### src/rtl/hack_kbd_decoder.sv
// PS/2 set-2 event word to Nand2Tetris Hack KBD register value.
// Tracks shift/caps-lock and the single held key; KBD returns to 0 when that key is released.
module hack_kbd_decoder (
    input  logic        clk,
    input  logic        reset_n,
    input  logic [10:0] ps2_key,
    output logic [15:0] kbd,
    output logic        kbd_strobe,
    output logic        caps
);

    // Letter position within a..z, or invalid.
    function automatic logic [5:0] letter_index(input logic [7:0] sc);
        logic [5:0] r;
        r = 6'd0;
        case (sc)
            8'h1C: r = {1'b1, 5'd0};
            8'h32: r = {1'b1, 5'd1};
            8'h21: r = {1'b1, 5'd2};
            8'h23: r = {1'b1, 5'd3};
            8'h24: r = {1'b1, 5'd4};
            8'h2B: r = {1'b1, 5'd5};
            8'h34: r = {1'b1, 5'd6};
            8'h33: r = {1'b1, 5'd7};
            8'h43: r = {1'b1, 5'd8};
            8'h3B: r = {1'b1, 5'd9};
            8'h42: r = {1'b1, 5'd10};
            8'h4B: r = {1'b1, 5'd11};
            8'h3A: r = {1'b1, 5'd12};
            8'h31: r = {1'b1, 5'd13};
            8'h44: r = {1'b1, 5'd14};
            8'h4D: r = {1'b1, 5'd15};
            8'h15: r = {1'b1, 5'd16};
            8'h2D: r = {1'b1, 5'd17};
            8'h1B: r = {1'b1, 5'd18};
            8'h2C: r = {1'b1, 5'd19};
            8'h3C: r = {1'b1, 5'd20};
            8'h2A: r = {1'b1, 5'd21};
            8'h1D: r = {1'b1, 5'd22};
            8'h22: r = {1'b1, 5'd23};
            8'h35: r = {1'b1, 5'd24};
            8'h1A: r = {1'b1, 5'd25};
            default: r = 6'd0;
        endcase
        return r;
    endfunction

    // Digit/punctuation keys: {valid, unshifted ASCII, shifted ASCII}; caps never applies.
    function automatic logic [16:0] glyph(input logic [7:0] sc);
        logic [16:0] r;
        r = 17'd0;
        case (sc)
            8'h16: r = {1'b1, 8'd49, 8'd33};   // 1 !
            8'h1E: r = {1'b1, 8'd50, 8'd64};   // 2 @
            8'h26: r = {1'b1, 8'd51, 8'd35};   // 3 #
            8'h25: r = {1'b1, 8'd52, 8'd36};   // 4 $
            8'h2E: r = {1'b1, 8'd53, 8'd37};   // 5 %
            8'h36: r = {1'b1, 8'd54, 8'd94};   // 6 ^
            8'h3D: r = {1'b1, 8'd55, 8'd38};   // 7 &
            8'h3E: r = {1'b1, 8'd56, 8'd42};   // 8 *
            8'h46: r = {1'b1, 8'd57, 8'd40};   // 9 (
            8'h45: r = {1'b1, 8'd48, 8'd41};   // 0 )
            8'h0E: r = {1'b1, 8'd96, 8'd126};  // ` ~
            8'h4E: r = {1'b1, 8'd45, 8'd95};   // - _
            8'h55: r = {1'b1, 8'd61, 8'd43};   // = +
            8'h54: r = {1'b1, 8'd91, 8'd123};  // [ {
            8'h5B: r = {1'b1, 8'd93, 8'd125};  // ] }
            8'h5D: r = {1'b1, 8'd92, 8'd124};  // backslash |
            8'h4C: r = {1'b1, 8'd59, 8'd58};   // ; :
            8'h52: r = {1'b1, 8'd39, 8'd34};   // ' "
            8'h41: r = {1'b1, 8'd44, 8'd60};   // , <
            8'h49: r = {1'b1, 8'd46, 8'd62};   // . >
            8'h4A: r = {1'b1, 8'd47, 8'd63};   // / ?
            default: r = 17'd0;
        endcase
        return r;
    endfunction

    // Hack control codes (128+) and space: {valid, code}.
    function automatic logic [8:0] special(input logic ext, input logic [7:0] sc);
        logic [8:0] r;
        r = 9'd0;
        if (sc == 8'h5A) begin
            r = {1'b1, 8'd128};
        end else if (ext) begin
            case (sc)
                8'h6B: r = {1'b1, 8'd130};
                8'h75: r = {1'b1, 8'd131};
                8'h74: r = {1'b1, 8'd132};
                8'h72: r = {1'b1, 8'd133};
                8'h6C: r = {1'b1, 8'd134};
                8'h69: r = {1'b1, 8'd135};
                8'h7D: r = {1'b1, 8'd136};
                8'h7A: r = {1'b1, 8'd137};
                8'h70: r = {1'b1, 8'd138};
                8'h71: r = {1'b1, 8'd139};
                default: r = 9'd0;
            endcase
        end else begin
            case (sc)
                8'h29: r = {1'b1, 8'd32};
                8'h66: r = {1'b1, 8'd129};
                8'h76: r = {1'b1, 8'd140};
                8'h05: r = {1'b1, 8'd141};
                8'h06: r = {1'b1, 8'd142};
                8'h04: r = {1'b1, 8'd143};
                8'h0C: r = {1'b1, 8'd144};
                8'h03: r = {1'b1, 8'd145};
                8'h0B: r = {1'b1, 8'd146};
                8'h83: r = {1'b1, 8'd147};
                8'h0A: r = {1'b1, 8'd148};
                8'h01: r = {1'b1, 8'd149};
                8'h09: r = {1'b1, 8'd150};
                8'h78: r = {1'b1, 8'd151};
                8'h07: r = {1'b1, 8'd152};
                default: r = 9'd0;
            endcase
        end
        return r;
    endfunction

    logic        tog_reg;
    logic        armed_reg;
    logic [7:0]  kbd_reg,      kbd_next;
    logic [8:0]  held_reg,     held_next;
    logic        held_vld_reg, held_vld_next;
    logic        lshift_reg,   lshift_next;
    logic        rshift_reg,   rshift_next;
    logic        caps_reg,     caps_next;
    logic        strobe_reg,   strobe_next;

    logic        ev;
    logic        make;
    logic [8:0]  key;
    logic        shift;
    logic [5:0]  let_r;
    logic [16:0] gly_r;
    logic [8:0]  spc_r;
    logic        map_vld;
    logic [7:0]  map_code;

    assign ev    = armed_reg && (ps2_key[10] != tog_reg);
    assign make  = ps2_key[9];
    assign key   = ps2_key[8:0];
    assign shift = lshift_reg | rshift_reg;

    assign let_r = letter_index(ps2_key[7:0]);
    assign gly_r = glyph(ps2_key[7:0]);
    assign spc_r = special(ps2_key[8], ps2_key[7:0]);

    // Printable keys only exist non-extended; specials decode both forms themselves.
    always_comb begin
        map_vld  = 1'b0;
        map_code = 8'd0;
        if (!ps2_key[8] && let_r[5]) begin
            map_vld  = 1'b1;
            map_code = ((shift ^ caps_reg) ? 8'd65 : 8'd97) + {3'd0, let_r[4:0]};
        end else if (!ps2_key[8] && gly_r[16]) begin
            map_vld  = 1'b1;
            map_code = shift ? gly_r[7:0] : gly_r[15:8];
        end else if (spc_r[8]) begin
            map_vld  = 1'b1;
            map_code = spc_r[7:0];
        end
    end

    always_comb begin
        kbd_next      = kbd_reg;
        held_next     = held_reg;
        held_vld_next = held_vld_reg;
        lshift_next   = lshift_reg;
        rshift_next   = rshift_reg;
        caps_next     = caps_reg;
        if (ev) begin
            if (key == 9'h012) begin
                lshift_next = make;
            end else if (key == 9'h059) begin
                rshift_next = make;
            end else if (key == 9'h058) begin
                if (make) caps_next = ~caps_reg;
            end else if (make) begin
                if (map_vld) begin
                    kbd_next      = map_code;
                    held_next     = key;
                    held_vld_next = 1'b1;
                end
            end else if (held_vld_reg && (held_reg == key)) begin
                kbd_next      = 8'd0;
                held_next     = 9'd0;
                held_vld_next = 1'b0;
            end
        end
        strobe_next = (kbd_next != kbd_reg);
    end

    always_ff @(posedge clk or negedge reset_n) begin
        if (!reset_n) begin
            tog_reg      <= 1'b0;
            armed_reg    <= 1'b0;
            kbd_reg      <= 8'd0;
            held_reg     <= 9'd0;
            held_vld_reg <= 1'b0;
            lshift_reg   <= 1'b0;
            rshift_reg   <= 1'b0;
            caps_reg     <= 1'b0;
            strobe_reg   <= 1'b0;
        end else begin
            tog_reg      <= ps2_key[10];
            armed_reg    <= 1'b1;
            kbd_reg      <= kbd_next;
            held_reg     <= held_next;
            held_vld_reg <= held_vld_next;
            lshift_reg   <= lshift_next;
            rshift_reg   <= rshift_next;
            caps_reg     <= caps_next;
            strobe_reg   <= strobe_next;
        end
    end

    assign kbd        = {8'h00, kbd_reg};
    assign kbd_strobe = strobe_reg;
    assign caps       = caps_reg;

endmodule

### config.mk
export PLATFORM = sky130hd
export DESIGN_NAME = hack_kbd_decoder
export DESIGN_NICKNAME = d
export VERILOG_FILES = /design/src/rtl/hack_kbd_decoder.sv
export SDC_FILE = /design/constraint.sdc
export NUM_CORES = 1
export LEC_CHECK = 0
export ABC_AREA = 0
export ABC_CLOCK_PERIOD_IN_PS = 3390
export CORE_MARGIN = 4
export CORE_UTILIZATION = 60
export DETAILED_ROUTE_END_ITERATION = 10
export DONT_BUFFER_PORTS = 1
export HOLD_SLACK_MARGIN = 0.08
export PLACE_DENSITY = 0.83
export SYNTH_ARGS = -nofsm -noshare
export SYNTH_HDL_FRONTEND = slang
export SYNTH_SLANG_ARGS = --single-unit
### constraint.sdc
create_clock -name clk -period 3.39 [get_ports clk]
set_input_delay 0.339 -clock clk [delete_from_list [all_inputs] [get_ports clk]]
set_output_delay 0.339 -clock clk [all_outputs]
set_load 0.02 [all_outputs]
After elaboration in Yosys (flattened, before gate mapping)
Memory sizes are Yosys's and may differ from the RTL's.
Cells that the tools add are included.
Storage, ports and cells
  bits in registers: 24
  bits in latches: 0
  RAM bits: 0
  ROM bits: 768
  input bits: 13
  output and inout port bits: 18
  word-level logic and storage cells: 108
  memories kept: 1
Memory list
  (name not given): depth 128, bits a word 6, read ports 1, clocked after memory_dff 0, write ports 0, line 16  | case (sc)
Cells by class
  add/sub/neg operators: 1
  multiply operators: 0
  div/mod/pow operators: 0
  $lt $le $gt $ge: 0
  equal/unequal tests: 54
  shifts and indexed selects: 0
  mux-type cells: 27
  bitwise gates (word level): 6
  reduce and logical (&&, ||, !) cells: 10
Operators by type and width (number)
  17-bit one-hot mux with 21 select lines: 1
  8-bit by 7-bit == test with 1-bit output, second input constant: 26
  9-bit one-hot mux with 15 select lines: 1
  9-bit one-hot mux with 10 select lines: 1
  8-bit two-way mux: 11
  8-bit by 6-bit == test with 1-bit output, second input constant: 7
  9-bit two-way mux: 5
  8-bit by 4-bit == test with 1-bit output, second input constant: 5
  8-bit by 3-bit == test with 1-bit output, second input constant: 4
  9-bit by 7-bit == test with 1-bit output, second input constant: 2
  8-bit by 5-bit == test with 1-bit output, second input constant: 2
  6-bit two-way mux: 2
  9-bit by 5-bit == test with 1-bit output, second input constant: 1
  9-bit == test: 1
  7-bit by 5-bit adder with 8-bit output: 1
  8-bit by 1-bit == test with 1-bit output, second input constant: 1
  8-bit by 2-bit == test with 1-bit output, second input constant: 1
  8-bit == test, second input constant: 1
  8-bit != test: 1
  1-bit two-way mux: 6
  6-bit AND reduction: 1
  5-bit AND reduction: 1
  1-bit logical AND: 4
  1-bit NOT: 4
  other kinds (8): 8

Depth between registers and ports, before layout
  depth in word-level cells: 14
  mapped depth: 16
  depth with buffers taken out: 13

Least setup slack after synthesis
Ideal clock, no wire load.
  kind: in2reg
  from: in ps2_key[2]
  to: reg strobe_reg, in the netlist kbd_strobe
  setup time: 0.132 ns
  arrival: 3.176 ns
  required time: 3.258 ns
  setup slack: 0.082 ns
  stages on the path: 16
  path buffers: 4
  path through: buf_4 buf_2 inv_1 clkbuf_1 ha_1 nor2b_1 a2111o_1 o311ai_1 o32ai_2 buf_6 nand3b_1 o21a_1 a221oi_2 o22a_1 o2111ai_1 or3b_1
On the way
  cells in the longest elaborated chain, start to end: 14
  elaborated cells between the ends (all ways): 77
  classes of those cells: 1 x add/sub; 52 x eq/ne; 20 x mux; 3 x reduce/logical; 1 x memory
RTL lines
  from (decl): line 6  | input logic [10:0] ps2_key,
  branches (longest 11 deep; another with 7-bit by 5-bit adder with 8-bit output)
  8-bit two-way mux *: line 175  | if (key == 9'h012) begin
  8-bit two-way mux *: line 174  | if (ev) begin
  8-bit != test *: line 193  | strobe_next = (kbd_next != kbd_reg);
  via strobe_next: line 130  | logic strobe_reg, strobe_next;
  to (signal assigned): line 216  | strobe_reg <= strobe_next;
  to (decl): line 130
Mark *: on every way through the listed nets, which the timed path passes.
A chain may end at the register's enable or synchronous reset.

Final worst setup path
  from: reg lshift_reg
  to: reg strobe_reg, in the netlist kbd_strobe
On the way
  cells in the longest elaborated chain, start to end: 12
  elaborated cells between the ends (all ways): 14
  classes of those cells: 1 x add/sub; 1 x eq/ne; 10 x mux; 2 x bitwise
RTL lines
  from (decl): line 127  | logic lshift_reg, lshift_next;
  from (signal assigned): line 213  | lshift_reg <= lshift_next;
  1-bit OR *: line 145  | assign shift = lshift_reg | rshift_reg;
  1-bit bitwise XOR: line 157  | map_code = ((shift ^ caps_reg) ? 8'd65 : 8'd97) + {3'd0, let_r[4:0]};
  6-bit two-way mux: line 157
  7-bit by 5-bit adder with 8-bit output: line 157
  8-bit two-way mux *: line 155  | if (!ps2_key[8] && let_r[5]) begin
  8-bit two-way mux *: line 182  | if (map_vld) begin
  8-bit two-way mux *: line 181  | end else if (make) begin
  8-bit two-way mux *: line 179  | end else if (key == 9'h058) begin
  8-bit two-way mux *: line 177  | end else if (key == 9'h059) begin
  8-bit two-way mux *: line 175
  8-bit two-way mux *: line 174
  8-bit != test *: line 193
  via strobe_next: line 130
Mark *: on every way through the listed nets, which the timed path passes. The rest lies on a longest branch.

==> metrics.yaml <==
floorplan:
  die_area_um2: 7420
  die_w_um: 86.1
  core_area_um2: 5920
  initial_utilization: 0.619
  rows: 28
  die_y_um: 86.1
  io_pins: 31
logic_synthesis:
  synth-async-reset-ratio: 1.00
  syn_area_um2: 3660
  syn_avg_cell_area_um2: 8.16
  synth.top_cells.by_area: "dfrtp_1 16%, buf_4 3.9%, nand2_1 3.8%, buf_6 3.4%, xor2_1 2.9%"
  ys_seq_area_frac: 0.164
  synth.distinct_cells: 98
  yosysTopAreaCell: "dfrtp_1"
  synth-main-ff-cell: "dfrtp_1"
  netlist_instances: 449
  synth_top_area_share: 0.164
  synth-seq-cells: 24
  ys_warn_count: 0
  synth_enable_flop_cells: 0
power:
  comb_power_share: 0.320
  p_switching_uw: 357
  switching_share: 0.361
  ir_worst_vdd_mv: 0.237
  pwr-share-clk: 0.265
  sequentialPowerShare: 0.415
  power_density_nw_per_um2: 274
  p_leak_uw: 0.00136
  power.internal_uw: 633
detailed_routing:
  first_iter_violations: 568
  dr.pass1.iters: 6
  vias_per_cell: 7.58
  routedWlPerCell_um: 22.7
  num_vias: 3752
  antenna_left: 0
  drc_errors: 0
  routed_wl_um: 11300
cts:
  worstSkewPairLatency_ns: 0.28
  cts_tree: "built"
  cts_setup_buffers: 0
  clk_pin_slew_ns: 0.10
  clock_path_buffers: 2
  cts.sink_count: 24
  cts_made_buffers: 3
  h-tree-depth: 1
  root_buffer: "clkbuf_8"
worst_setup_path:
  worstPathArrival_ns: 2.90
  critPathSlowestCell: "dfrtp_1"
  reg2reg_slack_ns: 0.65
  crit_cells: 9
  reg2reg_to: "kbd_strobe"
  cp_cell_sequence: "nor2_1 -> nand3_1 -> nor2_1 -> a211o_1 -> o311ai_0 -> o211a_1 -> a211oi_1 -> o2111ai_1 -> or3b_1"
  cp-end-kind: "register"
  crit_required_ns: 3.54
  worst-setup-path-type: "register to register"
  critPathBufInv: 0
  crit_top_cell: "nor2_1"
  startpoint: "lshift_reg"
  ff2ff_path_depth: 9
  critPathLaunchType: "register"
  cp_top_family: "simple AND/OR/NAND/NOR gates"
  regToRegStartpoint: "lshift_reg"
  crit_end: "kbd_strobe"
  max_stage_delay_ns: 0.46
  crit_fanout: 6
layout:
  area_growth_pct: -1.57
  largest_reg_flops: 9
  nNetsFinal: 436
  diodes: 0
  fill_cells: 507
  register_area_um2: 601
  drive_gt1_frac: 0.145
  instances_no_fill: 495
  multi_input_comb_area_um2: 2680
timing:
  rsz0062_at_grt: "no"
  relSlewSlack: 0.533
  fin_ws_ns: 0.647
  finalHoldViolCount: 0
  finalSetupTns_ns: 0
  report.final.slew_viol_count: 0
  min_period_ns: 2.74
  tightest_slew_ns: 0.690
  setup_viol: 0
  achievable-frequency_mhz: 365
  skew_ns: 0.0141
  finalCritPeriodShare: 0.809
grt:
  grt_pass1_wl_um: 18000
  grt_pass1_vias: 3343
  track_usage: 0.303
  grt_start_max_net_pins: 65
  grt_overflow: 0
  antenna_found_initial: 0
placement:
  dp_hpwl_um: 7790
  dp_slack_ns: 0.438
  io_buffers: 0
  place_congestion: 1.07
  dp.cells: 488
run:
  max_cap_violations: 0
status:
  status: "finished, final reports clean"
min_path:
  hp-class: "input port to register"
## synthesized netlist by cell type, drive strengths merged, types with 8 or more instances
cell type  instances
nand3             20
nand4              8
o21ai             23
a22o              11
nor2b              8
buf               43
a31oi              9
clkbuf            11
xnor2             10
xor2              12
a21oi             22
nand2             37
dfrtp             24
inv               11
nand2b            13
nor2              26
## worst min path at each step
| stage | startpoint | endpoint | slack [ns] | depth (start not counted) |
|---|---|---|---|---|
| CTS | ps2_key[2] | held_reg[2] | 0.20 | 1 |
| finish | ps2_key[9] | rshift_reg | 0.20 | 1 |
| global route | ps2_key[2] | held_reg[2] | 0.19 | 1 |
| detailed placement | reset_n | held_reg[6] | 0.04 | 0 |
| global placement | reset_n | held_reg[4] | 0.04 | 0 |
| floorplan | reset_n | armed_reg | 0.04 | 0 |
## placed cells by master, fill, tap and decap left out, types with 8 or more instances in the layout
| cell type | count |
|---|---|
| a21oi_1 | 19 |
| a22o_1 | 11 |
| a31oi_1 | 8 |
| buf_4 | 11 |
| conb_1 | 9 |
| dfrtp_1 | 24 |
| inv_1 | 9 |
| nand2_1 | 37 |
| nand2b_1 | 13 |
| nand3_1 | 19 |
| nor2_1 | 22 |
| o21ai_0 | 19 |
| xnor2_1 | 10 |
| xor2_1 | 12 |
## power by group through the flow
stage	Sequential (uW)	Clock [uW]	Combinational, uW
2_1_floorplan	399	0	318
3_5_place_dp	415	0	297
6_report	411	262	317
5_1_grt	417	270	344
4_1_cts	410	261	309
3_3_place_gp	414	0	289
## metal layers
metal	wire [um]	part of all wire	track usage	vias to the layer above
met1	4330	0.38	0.422	1726
met4	614	0.055	0.140	0
met3	1420	0.13	0.0692	65
met5	0	0	0	-
met2	4890	0.43	0.443	321
li1	-	-	-	1640
## area by class of cell
class | instances | area share
clock buffers | 3 | 0.0115
clock inverters | 1 | 0.00833
inverters | 11 | 0.0115
multi-input cells | 367 | 0.742
flip-flops and latches | 24 | 0.167
well taps | 75 | 0.0260
repair buffers | 14 | 0.0340
## per-stage QoR
| stage | power, uW | utilization | hold slack [ns] | area (um2) |
|---|---|---|---|---|
| 2_1_floorplan | 717 | - | 0.0434 | 3690 |
| 3_3_place_gp | 703 | 0.590 | 0.0447 | 3490 |
| 3_5_place_dp | 712 | 0.590 | 0.0448 | 3490 |
| 4_1_cts | 980 | 0.609 | 0.203 | 3610 |
| 5_1_grt | 1030 | 0.609 | 0.195 | 3610 |
| 6_report | 990 | 0.609 | 0.205 | 3610 |
## kinds of logic (layout without fill, tap and decap cells)
family	count (synthesis)	in the layout	share of synthesized area
DFF	24	24	0.164
buffers and inverters	65	29	0.113
other	2	9	0.00205
xor gates and xnor gates	22	22	0.0526
muxes	4	4	0.0113
AOI/OAI and AO/OA	150	150	0.336
adders and majority gates	3	3	0.00956
and+or+nand+nor	179	179	0.312
## repair_timing
action,4_1_cts,5_1_grt
resized for setup,0,0
hold endpoints to repair,25,0
hold buffers,3,0
No activity file was read; power rests on OpenSTA's default activity.
